File: src/rtl/switch_debounce4_pkg.sv
// Board-level constants shared by the switch conditioning blocks.
package switch_debounce4_pkg;

  // Board oscillator and the settle time a slide switch needs.
  localparam int unsigned BOARD_CLK_HZ    = 32'd100_000_000;
  localparam int unsigned DEBOUNCE_MS     = 32'd10;
  localparam int unsigned DEFAULT_CNT_MAX = (BOARD_CLK_HZ / 32'd1000) * DEBOUNCE_MS;

  // Counter width able to hold 0..n-1; never narrower than one bit.
  function automatic int unsigned cnt_width(input int unsigned n);
    if (n <= 32'd2) begin
      cnt_width = 32'd1;
    end else begin
      cnt_width = $clog2(n);
    end
  endfunction

endpackage

File: src/rtl/debounce_ch.sv
// One switch channel: two-flop synchroniser, stability counter, clean level
// and one-cycle rise/fall strobes.
module debounce_ch
  import switch_debounce4_pkg::*;
#(
  parameter int unsigned CNT_MAX = DEFAULT_CNT_MAX
) (
  input  logic clk,
  input  logic rst_n,
  input  logic sw_raw,
  output logic sw_db,
  output logic sw_rise,
  output logic sw_fall,
  output logic evt_d
);

  localparam int unsigned     CW       = cnt_width(CNT_MAX);
  localparam logic [CW-1:0]   CNT_LAST = CW'(CNT_MAX - 32'd1);
  localparam logic [CW-1:0]   CNT_ONE  = CW'(32'd1);
  localparam logic [CW-1:0]   CNT_ZERO = CW'(32'd0);

  logic          s1_q;
  logic          s2_q;
  logic          stb_q,  stb_d;
  logic          rise_q, rise_d;
  logic          fall_q, fall_d;
  logic [CW-1:0] cnt_q,  cnt_d;

  // Next-state: count while the synchronised level differs from the stable
  // level; any return to the stable level throws the count away.
  always_comb begin
    stb_d  = stb_q;
    cnt_d  = CNT_ZERO;
    rise_d = 1'b0;
    fall_d = 1'b0;
    if (s2_q != stb_q) begin
      if (cnt_q == CNT_LAST) begin
        stb_d  = s2_q;
        cnt_d  = CNT_ZERO;
        rise_d = s2_q;
        fall_d = ~s2_q;
      end else begin
        cnt_d = cnt_q + CNT_ONE;
      end
    end else begin
      cnt_d = CNT_ZERO;
    end
  end

  // Synchroniser, counter, stable level and strobe registers.
  always_ff @(posedge clk or negedge rst_n) begin
    if (!rst_n) begin
      s1_q   <= 1'b0;
      s2_q   <= 1'b0;
      stb_q  <= 1'b0;
      cnt_q  <= CNT_ZERO;
      rise_q <= 1'b0;
      fall_q <= 1'b0;
    end else begin
      s1_q   <= sw_raw;
      s2_q   <= s1_q;
      stb_q  <= stb_d;
      cnt_q  <= cnt_d;
      rise_q <= rise_d;
      fall_q <= fall_d;
    end
  end

  assign sw_db   = stb_q;
  assign sw_rise = rise_q;
  assign sw_fall = fall_q;
  // Strobe about to be issued; lets the parent register a summary pulse
  // that lines up with sw_rise/sw_fall.
  assign evt_d   = rise_d | fall_d;

endmodule

File: src/rtl/switch_debounce4.sv
// Four-channel slide-switch conditioner feeding the reduction-gate stage.
module switch_debounce4
  import switch_debounce4_pkg::*;
#(
  parameter int unsigned WIDTH   = 32'd4,
  parameter int unsigned CNT_MAX = DEFAULT_CNT_MAX
) (
  input  logic             clk,
  input  logic             rst_n,
  input  logic [WIDTH-1:0] sw_raw,
  output logic [WIDTH-1:0] sw_db,
  output logic [WIDTH-1:0] sw_rise,
  output logic [WIDTH-1:0] sw_fall,
  output logic             changed
);

  logic [WIDTH-1:0] evt_d;
  logic             changed_q, changed_d;

  for (genvar gi = 0; gi < WIDTH; gi++) begin : g_ch
    debounce_ch #(
      .CNT_MAX (CNT_MAX)
    ) u_ch (
      .clk     (clk),
      .rst_n   (rst_n),
      .sw_raw  (sw_raw[gi]),
      .sw_db   (sw_db[gi]),
      .sw_rise (sw_rise[gi]),
      .sw_fall (sw_fall[gi]),
      .evt_d   (evt_d[gi])
    );
  end

  // Any channel about to strobe makes changed fire in the same cycle.
  always_comb begin
    changed_d = 1'b0;
    if (|evt_d) begin
      changed_d = 1'b1;
    end else begin
      changed_d = 1'b0;
    end
  end

  // Registered summary pulse.
  always_ff @(posedge clk or negedge rst_n) begin
    if (!rst_n) begin
      changed_q <= 1'b0;
    end else begin
      changed_q <= changed_d;
    end
  end

  assign changed = changed_q;

endmodule

File: config.mk
export PLATFORM = sky130hd
export DESIGN_NAME = switch_debounce4
export DESIGN_NICKNAME = d
export VERILOG_FILES = /design/src/rtl/switch_debounce4_pkg.sv /design/src/rtl/debounce_ch.sv /design/src/rtl/switch_debounce4.sv
export SDC_FILE = /design/constraint.sdc
export NUM_CORES = 1
export LEC_CHECK = 0
export BUFFER_PORTS_ARGS = -buffer_cell sky130_fd_sc_hd__buf_2
export CORE_MARGIN = 2
export CORE_UTILIZATION = 56
export DETAILED_ROUTE_END_ITERATION = 8
export GPL_ROUTABILITY_DRIVEN = 0
export PLACE_DENSITY = 0.73
export SLEW_MARGIN = 20
export SYNTH_ARGS = -nofsm -noshare
export SYNTH_HDL_FRONTEND = slang
export SYNTH_SLANG_ARGS = --single-unit
File: constraint.sdc
create_clock -name clk -period 2.4 [get_ports clk]
set_input_delay 0.48 -clock clk [delete_from_list [all_inputs] [get_ports clk]]
set_output_delay 0.48 -clock clk [all_outputs]
set_load 0.05 [all_outputs]
-- After elaboration in Yosys (flattened, before gate mapping)
Index checks and enable logic that the tools add are counted.
- word-level logic and storage cells: 75
- bits in registers: 101
- output and inout bits: 13
- add/subtract/negate cells: 4
- bitwise logic cells: 8
- multiplexer cells: 25
- reduce and logical (&&, ||, !) cells: 5
- equal/unequal tests: 8
- operator list (cell ; number):
    $mux W20 ; 8
    $add A20 B1 Y20 const B ; 4
    $eq A20 B20 Y1 const B ; 4
    $mux W1 ; 17
    $reduce_and A2 Y1 ; 4
    $ne A1 B1 Y1 ; 4
    $not A1 Y1 ; 4
    $or A1 B1 Y1 ; 4
    $reduce_or A4 Y1 ; 1

-- Longest topological paths before layout
Gate-level depths: netlist of run 1.
- word-level depth: 6
- depth in mapped cells: 7
- mapped depth without buffers: 5

-- Cells and area by module
From an unflattened synthesis of run 1, not the netlist that was laid out.
- cell total of the unflattened synthesis: 450
- area, all modules: 4732.0 µm²
- modules (own cells, without submodules) (module ; seq. area each (µm²) ; area an instance (µm²) ; times used ; cells each):
    debounce_ch ; 625.6 ; 1174.9 ; 4 ; 112
    switch_debounce4 ; 25.0 ; 32.5 ; 1 ; 2

-- Worst setup path after synthesis of run 1
OpenSTA, ideal clock, no wires.
- kind: register -> register
- start point: reg g_ch[2].u_ch.cnt_q[0]
- end point: reg g_ch[2].u_ch.cnt_q[18]
- data required time: 2.322 ns
- path buffers: 1
- data arrival time: 1.952 ns
- stages on the path, launching flop included: 7
- setup slack: 0.370 ns
- setup time: 0.078 ns
- cells stage by stage: dfrtp_1 > ha_1 > nand2_1 > or4_1 > buf_2 > or4_1 > a21oi_1
- longest elaborated chain between the ends: 3
- elaborated cells between the ends (all ways): 4
- those cells by class: 1 x add/sub; 1 x eq/ne; 2 x mux
- RTL lines (what ; line ; source):
    start: declaration ; debounce_ch.sv:27 ; logic [CW-1:0] cnt_q, cnt_d;
    start signal: assignment ; debounce_ch.sv:63 ; cnt_q <= cnt_d;
    $add A20 B1 Y20 or $eq A20 B20 Y1 (tied branches) ; debounce_ch.sv:43, debounce_ch.sv:37 ;
    $mux W20 * ; debounce_ch.sv:37 ; if (cnt_q == CNT_LAST) begin
    $mux W20 * ; debounce_ch.sv:36 ; if (s2_q != stb_q) begin
    via g_ch[2].u_ch.cnt_d[18] ; debounce_ch.sv:27 ;
The timed path passes the listed nets; every way through them passes the cells marked *.
A chain may end at the register's enable or synchronous reset.

-- Worst setup path after layout of run 1
Ends and elaborated chain as after synthesis.

==> results of run 1 <==
[where the power goes]
group	total [mW]	internal (mW)	leakage, nW	switching [mW]
Clock	1.21	0.604	0.115	0.605
Combinational	0.103	0.0330	0.670	0.0696
Sequential	1.75	1.72	1.38	0.0252
[placed cells by master, fill, tap and decap left out, types with 2 or more instances in the layout]
cell type / netlist / routed
a21oi_1: 27 / 27
and3_1: 12 / 12
and4_1: 7 / 7
buf_2: 3 / 17
buf_4: 12 / 7
bufinv_16: 0 / 2
clkbuf_8: 0 / 9
dfrtp_1: 101 / 101
ha_1: 4 / 4
inv_1: 10 / 10
inv_6: 0 / 4
mux2_2: 4 / 4
nand2_1: 22 / 22
nand3_1: 33 / 33
nand4_1: 21 / 21
nand4b_1: 2 / 2
nor2_1: 54 / 54
nor3_1: 10 / 10
nor3b_1: 8 / 8
nor4_1: 6 / 6
nor4b_1: 4 / 4
o21ai_0: 14 / 14
o21ai_1: 2 / 2
o31ai_1: 13 / 13
or2_2: 7 / 7
or3_1: 14 / 14
or3b_2: 2 / 2
or4_1: 17 / 17
xnor2_1: 19 / 19
xor2_1: 30 / 30
[cell type report]
type,count,area share
well taps,105,0.0253
inverters,10,0.00723
multi-input cells,340,0.406
flip-flops and latches,101,0.487
clock buffers,9,0.0239
clock inverters,7,0.0200
repair buffers,25,0.0304
[flip-flops by register name, indices dropped and copies added (netlist names)]
signal             flops
g_ch.u_ch.s1_q         4
g_ch.u_ch.s2_q         4
g_ch.u_ch.sw_db        4
g_ch.u_ch.sw_rise      4
g_ch.u_ch.cnt_q       80
changed                1
g_ch.u_ch.sw_fall      4
[logic make-up after synthesis]
kind of cell,count (synthesis)
buf+inv,37
mux,4
compound gates,58
flops,101
simple gates,225
fa+ha+maj,4
xor+xnor,49
[per-stage QoR]
stage | instances | total power [mW] | setup WS (ns) | hold WS [ns] | util
CTS | 597 | 3.11 | 0.174 | 0.164 | 0.626
detailed placement | 581 | 1.89 | 0.195 | 0.335 | 0.598
floorplan | 478 | 1.82 | 0.370 | 0.184 | -
finish | 597 | 3.06 | 0.180 | 0.158 | 0.626
global route | 597 | 3.18 | 0.0841 | 0.194 | 0.626
global placement | 581 | 1.88 | 0.309 | 0.333 | 0.598
[metal layers]
metal / global-route usage / wire length (µm) / part of all wire
met5: 0 / 0 / 0
met1: 0.261 / 4110 / 0.47
met4: 0.0628 / 84 / 0.0095
met2: 0.321 / 4370 / 0.50
met3: 0.0434 / 253 / 0.029
[critical path: cells and delay by family (launching register included)]
| family | cells | cell delay (ns) |
|---|---|---|
| adders and majority gates | 1 | 0.23 |
| AOI/OAI and AO/OA | 1 | 0.15 |
| DFF | 1 | 0.42 |
| and+or+nand+nor | 3 | 1.34 |
[worst paths after layout]
check                                       from                endpoint  slack, ns  cells after the start
min                                        rst_n  g_ch[0].u_ch.cnt_q[17]       0.16                      1
max reg2reg                g_ch[2].u_ch.cnt_q[0]  g_ch[2].u_ch.cnt_q[18]       0.18                      5
max in group asynchronous                  rst_n   g_ch[3].u_ch.cnt_q[4]       1.62                      2
min reg2reg                    g_ch[1].u_ch.s1_q       g_ch[1].u_ch.s2_q       0.36                      0
min in group clk                       sw_raw[3]       g_ch[3].u_ch.s1_q       0.22                      1
max                        g_ch[2].u_ch.cnt_q[0]  g_ch[2].u_ch.cnt_q[18]       0.18                      5
==> flow_metrics.tcl, run 1 <==
set metrics [dict create \
    die_x_um 96.8 \
    startpoint_type "flip-flop" \
    drt_first_pass_iters 4 \
    ys_warn_count 0 \
    path_max_fanout 7 \
    outcome "completed" \
    synth-xor-area-share 0.0890 \
    cts_tree "built" \
    clockBufferDepth 2 \
    period_minus_slack_ns 2.22 \
    hp-class "primary input to asynchronous set/reset pin" \
    dr_total_vias 3511 \
    synth-compound-area-share 0.0685 \
    syn_avg_cell_area_um2 10.1 \
    drive_above_1_share 0.118 \
    synth_top_family_by_area "simple AND/OR/NAND/NOR gates" \
    yosys.area_share.simple 0.260 \
    synth_top_area_cell "dfrtp_1" \
    drv_cap 0 \
    grt_pass1_vias 3390 \
    synthCells 478 \
    clk_latency_ns 0.36 \
    vdd_drop_max_mv 0.383 \
    cts_setup_buffers 0 \
    synth-seq-cells 101 \
    tightest_slew_ns 0.676 \
    htree_levels 3 \
    grtUsageTotal 0.196 \
    crit_slowest_cell "or4_1" \
    ioPinCount 19 \
    wl_per_cell_um 14.8 \
    path_class "flip-flop to flip-flop" \
    ant_nets 0 \
    grt_pass1_wl_mm 15.4 \
    row_count 33 \
    floorplan.die.height_um 96.8 \
    relSlewSlack 0.550 \
    synth_fp_nets 488 \
    grt_setup_unrepaired "no" \
    grt_start_max_net_pins 56 \
    critPathMostFrequentCell "or4_1" \
    overflow 0 \
    multiInputGateArea_um2 2110 \
    timing.setup.tns_ns 0 \
    worstPathArrival_ns 2.52 \
    crit_required_ns 2.70 \
    portBuffers 18 \
    synth_ff_type "dfrtp_1" \
    fill_cells 675 \
    critPathMaxStageDelay_ns 0.65 \
    vias_per_cell 5.88 \
    antenna_found_initial 0 \
    synth_area_leaders "dfrtp_1 (52%), xor2_1 (5.4%), nor2_1 (4.2%)" \
    hpwl_mm 6.01 \
    ys_seq_area_frac 0.524 \
    post-route-period-util 0.925 \
    core_area_um2 8300 \
    clkSlewWorstSetupHoldPaths_ns 0.10 \
    finClkSkew_ns 0.00728 \
    synthArstFlopShare 1.00 \
    numCtsBuffers 9 \
    cts_root_buf "clkbuf_8" \
    dieArea_um2 9370 \
    drc 0 \
    fin_nets 497 \
    final-hold-violation-count 0 \
    synth_cell_types 36 \
    report.final.slew_viol_count 0 \
    synth_top_area_frac 0.524 \
    synth-edff-count 0 \
    synth_mux_area_frac 0.00934 \
    area_growth_pct 7.60 \
    place_area_um2 4960 \
    seqCellArea_um2 2530 \
    initial_utilization 0.581 \
    yosys.cell_count.top_type "dfrtp_1" \
    setup_viol 0 \
    synthAdderAreaFrac 0.0104 \
    fin_area_um2 5190 \
    drtIter0Drc 96 \
    fmax_mhz 450 \
    antenna_cells 0 \
    path_cells "ha_1, nand2_1, or4_1, or4_1, a21oi_1" \
    postCtsHoldBufs 0 \
    p_per_area_nw_per_um2 589 \
    clock_sinks 101 \
    syn_area_um2 4820 \
    synth_common_cells "dfrtp_1 (101), nor2_1 (54), nand3_1 (33), xor2_1 (30), a21oi_1 (27)" \
    cts_resized 0 \
    power_leakage_nw 2.17 \
    routed_wl_mm 8.82 \
    crit_path_end_kind "flip-flop" \
]
(Power assumes the default switching activity.)
==> run 2, diff against run 1 <==
==> constraint.sdc (replaced) <==
create_clock -name clk -period 2.5 [get_ports clk]
set_input_delay 0.5 -clock clk [delete_from_list [all_inputs] [get_ports clk]]
set_output_delay 0.5 -clock clk [all_outputs]
set_load 0.05 [all_outputs]
==> run 2 against run 1 <==
Combinational power down 5%. Critical path type unchanged. Critical endpoint unchanged. Routed wire length up 0.99%. Largest power group unchanged. Non-clock buffer count down 2. Die area unchanged. Sequential power down 4%. First-iteration DRC count up 5.2%.
==> flow_metrics.tcl, run 2 (synthesis results as in run 1) <==
set metrics [dict create \
    layout_common_cells "dfrtp_1 (101), nor2_1 (54), nand3_1 (33), xor2_1 (30), a21oi_1 (27)" \
    rrSetupSlack_ns 0.27 \
    post-route-period-util 0.891 \
    seq_power_share 0.555 \
    vdd_drop_max_mv 0.334 \
    clockBufferDepth 2 \
    overflow 0 \
    drt_first_pass_iters 4 \
    endpoint "g_ch[2].u_ch.cnt_q[18]" \
    critPathMostFrequentCell "or4_1" \
    swShare 0.207 \
    crit-reg2reg-capture "g_ch[2].u_ch.cnt_q[18]" \
    grt_setup_unrepaired "no" \
    fin_nets 495 \
    outcome "completed" \
    layout_commonest_cell "dfrtp_1" \
    top_register "g_ch.u_ch.cnt_q" \
    clk_latency_ns 0.36 \
    p_comb_frac 0.032 \
    path_cells "ha_1, nand2_1, or4_1, or4_1, a21oi_1" \
    finClkSkew_ns 0.00649 \
    grt_start_max_net_pins 53 \
    row_count 33 \
    report.final.slew_viol_count 0 \
    drive_above_1_share 0.112 \
    largest_reg_flops 80 \
    tightest_slew_ns 0.458 \
    cts_setup_buffers 0 \
    final-hold-violation-count 0 \
    p_per_area_nw_per_um2 582 \
    floorplan.die.height_um 96.8 \
    initial_utilization 0.581 \
    clkSlewWorstSetupHoldPaths_ns 0.09 \
    cts_resized 0 \
    multiInputGateArea_um2 2110 \
    vias_per_cell 5.89 \
    internal_power_mw 2.40 \
    hp-class "primary input to asynchronous set/reset pin" \
    grtUsageTotal 0.199 \
    drc 0 \
    postCtsHoldBufs 0 \
    clockPowerShare 0.413 \
    htree_levels 3 \
    ant_nets 0 \
    timing.setup.tns_ns 0 \
    crit_required_ns 2.79 \
    clock_sinks 101 \
    drv_cap 0 \
    seqCellArea_um2 2530 \
    ioPinCount 19 \
    fill_cells 690 \
    power.total_mw 3.02 \
    fmax_mhz 449 \
    power_switching_mw 0.626 \
    reg2reg_from "g_ch[2].u_ch.cnt_q[0]" \
    dieArea_um2 9370 \
    dr_total_vias 3499 \
    reg2reg_depth 5 \
    cts_root_buf "clkbuf_8" \
    crit_path_end_kind "flip-flop" \
    power_leakage_nw 2.17 \
    crit_slowest_cell "or4_1" \
    path_class "flip-flop to flip-flop" \
    antenna_cells 0 \
    area_growth_pct 7.68 \
    fin_ws_ns 0.272 \
    worstPathArrival_ns 2.52 \
    grt_pass1_wl_mm 15.6 \
    routed_wl_mm 8.90 \
    numCtsBuffers 9 \
    relSlewSlack 0.692 \
    path_max_fanout 7 \
    setup_viol 0 \
    cts_tree "built" \
    period_minus_slack_ns 2.23 \
    die_x_um 96.8 \
    antenna_found_initial 0 \
    post-place-ws_ns 0.300 \
    hpwl_mm 6.06 \
    cp-startpoint "g_ch[2].u_ch.cnt_q[0]" \
    portBuffers 18 \
    startpoint_type "flip-flop" \
    critPathMaxStageDelay_ns 0.65 \
    grt_pass1_vias 3444 \
    wl_per_cell_um 15.0 \
    drtIter0Drc 101 \
    core_area_um2 8300 \
]
-- run 2: cell types whose count changed in the layout (fill, tap and decap cells not counted), sizes merged --
cell    previous run  this run
buf               25        23
bufinv             2         3
clkbuf             9        11
inv               14        10
-- run 2: worst min path at each step --
stage,from,end,slack [ns],depth (start not counted)
after floorplan,rst_n,changed,0.20,0
after global placement,g_ch[0].u_ch.s1_q,g_ch[0].u_ch.s2_q,0.33,0
after detailed placement,g_ch[1].u_ch.s1_q,g_ch[1].u_ch.s2_q,0.34,0
after CTS,rst_n,g_ch[0].u_ch.cnt_q[12],0.01,1
after global routing,rst_n,g_ch[0].u_ch.cnt_q[12],0.02,1
final,rst_n,g_ch[0].u_ch.cnt_q[11],0.02,1
-- run 2: stage by stage --
| step | area, µm² | std cells | utilization | hold WS, ns |
|---|---|---|---|---|
| floorplan | 4820 | 478 | - | 0.204 |
| global placement | 4950 | 579 | 0.596 | 0.333 |
| detailed placement | 4950 | 579 | 0.596 | 0.336 |
| CTS | 5190 | 594 | 0.626 | 0.0119 |
| global route | 5190 | 594 | 0.626 | 0.0229 |
| finish | 5190 | 594 | 0.626 | 0.0187 |
-- run 2: power groups by stage --
stage,sequential [mW],combinational (mW),clock [mW]
floorplan,1.71,0.0452,0
global placement,1.71,0.0982,0
detailed placement,1.71,0.101,0
CTS,1.68,0.102,1.28
global route,1.68,0.114,1.33
finish,1.68,0.0975,1.25
-- run 2: layout make-up --
| class | instances | area share |
|---|---|---|
| clock inverter | 4 | 0.0183 |
| inverter | 10 | 0.00723 |
| multi-input combinational | 340 | 0.406 |
| sequential | 101 | 0.487 |
| clock buffer | 11 | 0.0291 |
| timing repair buffer | 23 | 0.0275 |
| tap | 105 | 0.0253 |
-- run 2: critical path: cells and delay by family (launching register included) --
kind	cells	cell delay, ns
AO/OA/AOI/OAI	1	0.16
AND/OR/NAND/NOR	3	1.35
adder cells (fa/ha/maj)	1	0.23
flip-flops	1	0.42
-- run 2: metal layers --
metal	global-route usage	vias to the layer above	routed length (µm)	part of all wire
met5	0	-	0	0
met1	0.269	1713	4240	0.48
met3	0.0455	13	300	0.034
met4	0.0726	0	123	0.014
met2	0.318	57	4240	0.48
li1	-	1716	-	-
==> run 3, diff against run 2 <==
--- a/config.mk
+++ b/config.mk
@@ -10,6 +10,7 @@
 export CORE_UTILIZATION = 56
 export DETAILED_ROUTE_END_ITERATION = 8
 export GPL_ROUTABILITY_DRIVEN = 0
+export MAX_ROUTING_LAYER = met4
 export PLACE_DENSITY = 0.73
 export SLEW_MARGIN = 20
 export SYNTH_ARGS = -nofsm -noshare
==> run 3 against run 2 <==
Global-route usage grew 0.58 points. Register-to-register slack hardly changed. Total power shrank 0.11%. Sequential share of layout area is the same. First-iteration DRC count down 0.99%. Critical path type unchanged. Critical endpoint unchanged.
==> flow_metrics.tcl, run 3 (synthesis results as in run 1) <==
set metrics [dict create \
    outcome "completed" \
    power.total_mw 3.02 \
    path_class "flip-flop to flip-flop" \
    ant_nets 0 \
    portBuffers 18 \
    power_leakage_nw 2.17 \
    drive_above_1_share 0.112 \
    path_max_fanout 7 \
    drt_first_pass_iters 4 \
    cts_root_buf "clkbuf_8" \
    drv_cap 0 \
    grt_pass1_vias 3444 \
    clock_sinks 101 \
    ioPinCount 19 \
    die_x_um 96.8 \
    reg2reg_depth 5 \
    layout_common_cells "dfrtp_1 (101), nor2_1 (54), nand3_1 (33), xor2_1 (30), a21oi_1 (27)" \
    wl_per_cell_um 14.9 \
    overflow 0 \
    fin_nets 495 \
    cts_tree "built" \
    initial_utilization 0.581 \
    period_minus_slack_ns 2.23 \
    hp-class "primary input to asynchronous set/reset pin" \
    clkSlewWorstSetupHoldPaths_ns 0.09 \
    largest_reg_flops 80 \
    dieArea_um2 9370 \
    fill_cells 690 \
    setup_viol 0 \
    drc 0 \
    row_count 33 \
    vdd_drop_max_mv 0.335 \
    clk_latency_ns 0.36 \
    routed_wl_mm 8.87 \
    tightest_slew_ns 0.458 \
    grt_start_max_net_pins 53 \
    grtUsageTotal 0.205 \
    crit_path_end_kind "flip-flop" \
    top_register "g_ch.u_ch.cnt_q" \
    post-route-period-util 0.891 \
    fmax_mhz 449 \
    core_area_um2 8300 \
    numCtsBuffers 9 \
    floorplan.die.height_um 96.8 \
    htree_levels 3 \
    vias_per_cell 5.86 \
    postCtsHoldBufs 0 \
    clockBufferDepth 2 \
    p_per_area_nw_per_um2 581 \
    cts_resized 0 \
    finClkSkew_ns 0.00656 \
    final-hold-violation-count 0 \
    cts_setup_buffers 0 \
    antenna_found_initial 0 \
    multiInputGateArea_um2 2110 \
    report.final.slew_viol_count 0 \
    worstPathArrival_ns 2.51 \
    grt_pass1_wl_mm 15.6 \
    layout_commonest_cell "dfrtp_1" \
    seqCellArea_um2 2530 \
    dr_total_vias 3480 \
    grt_setup_unrepaired "no" \
    startpoint_type "flip-flop" \
    relSlewSlack 0.692 \
    timing.setup.tns_ns 0 \
    whs_ns 0.0171 \
    hpwl_mm 6.06 \
    area_growth_pct 7.68 \
    drtIter0Drc 100 \
    antenna_cells 0 \
    crit_required_ns 2.79 \
]
## run 3: area by class of cell
type / count / share of cell area
multi-input cells: 340 / 0.406
clock inverters: 4 / 0.0183
well taps: 105 / 0.0253
clock buffers: 11 / 0.0291
flip-flops and latches: 101 / 0.487
inverters: 10 / 0.00723
repair buffers: 23 / 0.0275
## run 3: worst paths after layout
check / from / to / slack, ns
worst max-delay path: g_ch[2].u_ch.cnt_q[0] / g_ch[2].u_ch.cnt_q[18] / 0.27
worst min register to register: g_ch[1].u_ch.s1_q / g_ch[1].u_ch.s2_q / 0.35
max in group asynchronous: rst_n / g_ch[2].u_ch.cnt_q[1] / 1.82
worst max register to register: g_ch[2].u_ch.cnt_q[0] / g_ch[2].u_ch.cnt_q[18] / 0.27
min in group clk: sw_raw[2] / g_ch[2].u_ch.s1_q / 0.24
worst min-delay path: rst_n / g_ch[0].u_ch.cnt_q[11] / 0.02
## run 3: per-layer routing
| layer | GRT usage | vias up | wire length, µm |
|---|---|---|---|
| met5 | - | - | 0 |
| met2 | 0.319 | 47 | 4240 |
| met1 | 0.268 | 1700 | 4260 |
| met3 | 0.0455 | 14 | 249 |
| met4 | 0.0726 | 0 | 121 |
| li1 | - | 1719 | - |
## run 3: critical path, cell delays in order, from the launching register on
cell     delay (ns)
dfrtp_1        0.42
ha_1           0.23
nand2_1        0.15
or4_1          0.65
or4_1          0.55
a21oi_1        0.16
## run 3: per-stage QoR
step	setup slack (ns)	std cells	area (µm²)	util
2_1_floorplan	0.470	478	4820	-
3_3_place_gp	0.402	579	4950	0.596
4_1_cts	0.274	594	5190	0.626
5_1_grt	0.148	594	5190	0.626
3_5_place_dp	0.300	579	4950	0.596
6_report	0.273	594	5190	0.626
## run 3: where the power goes
part / internal (mW) / switching, mW
Combinational: 0.0307 / 0.0665
Sequential: 1.65 / 0.0240
Clock: 0.713 / 0.533
Total: 2.40 / 0.623
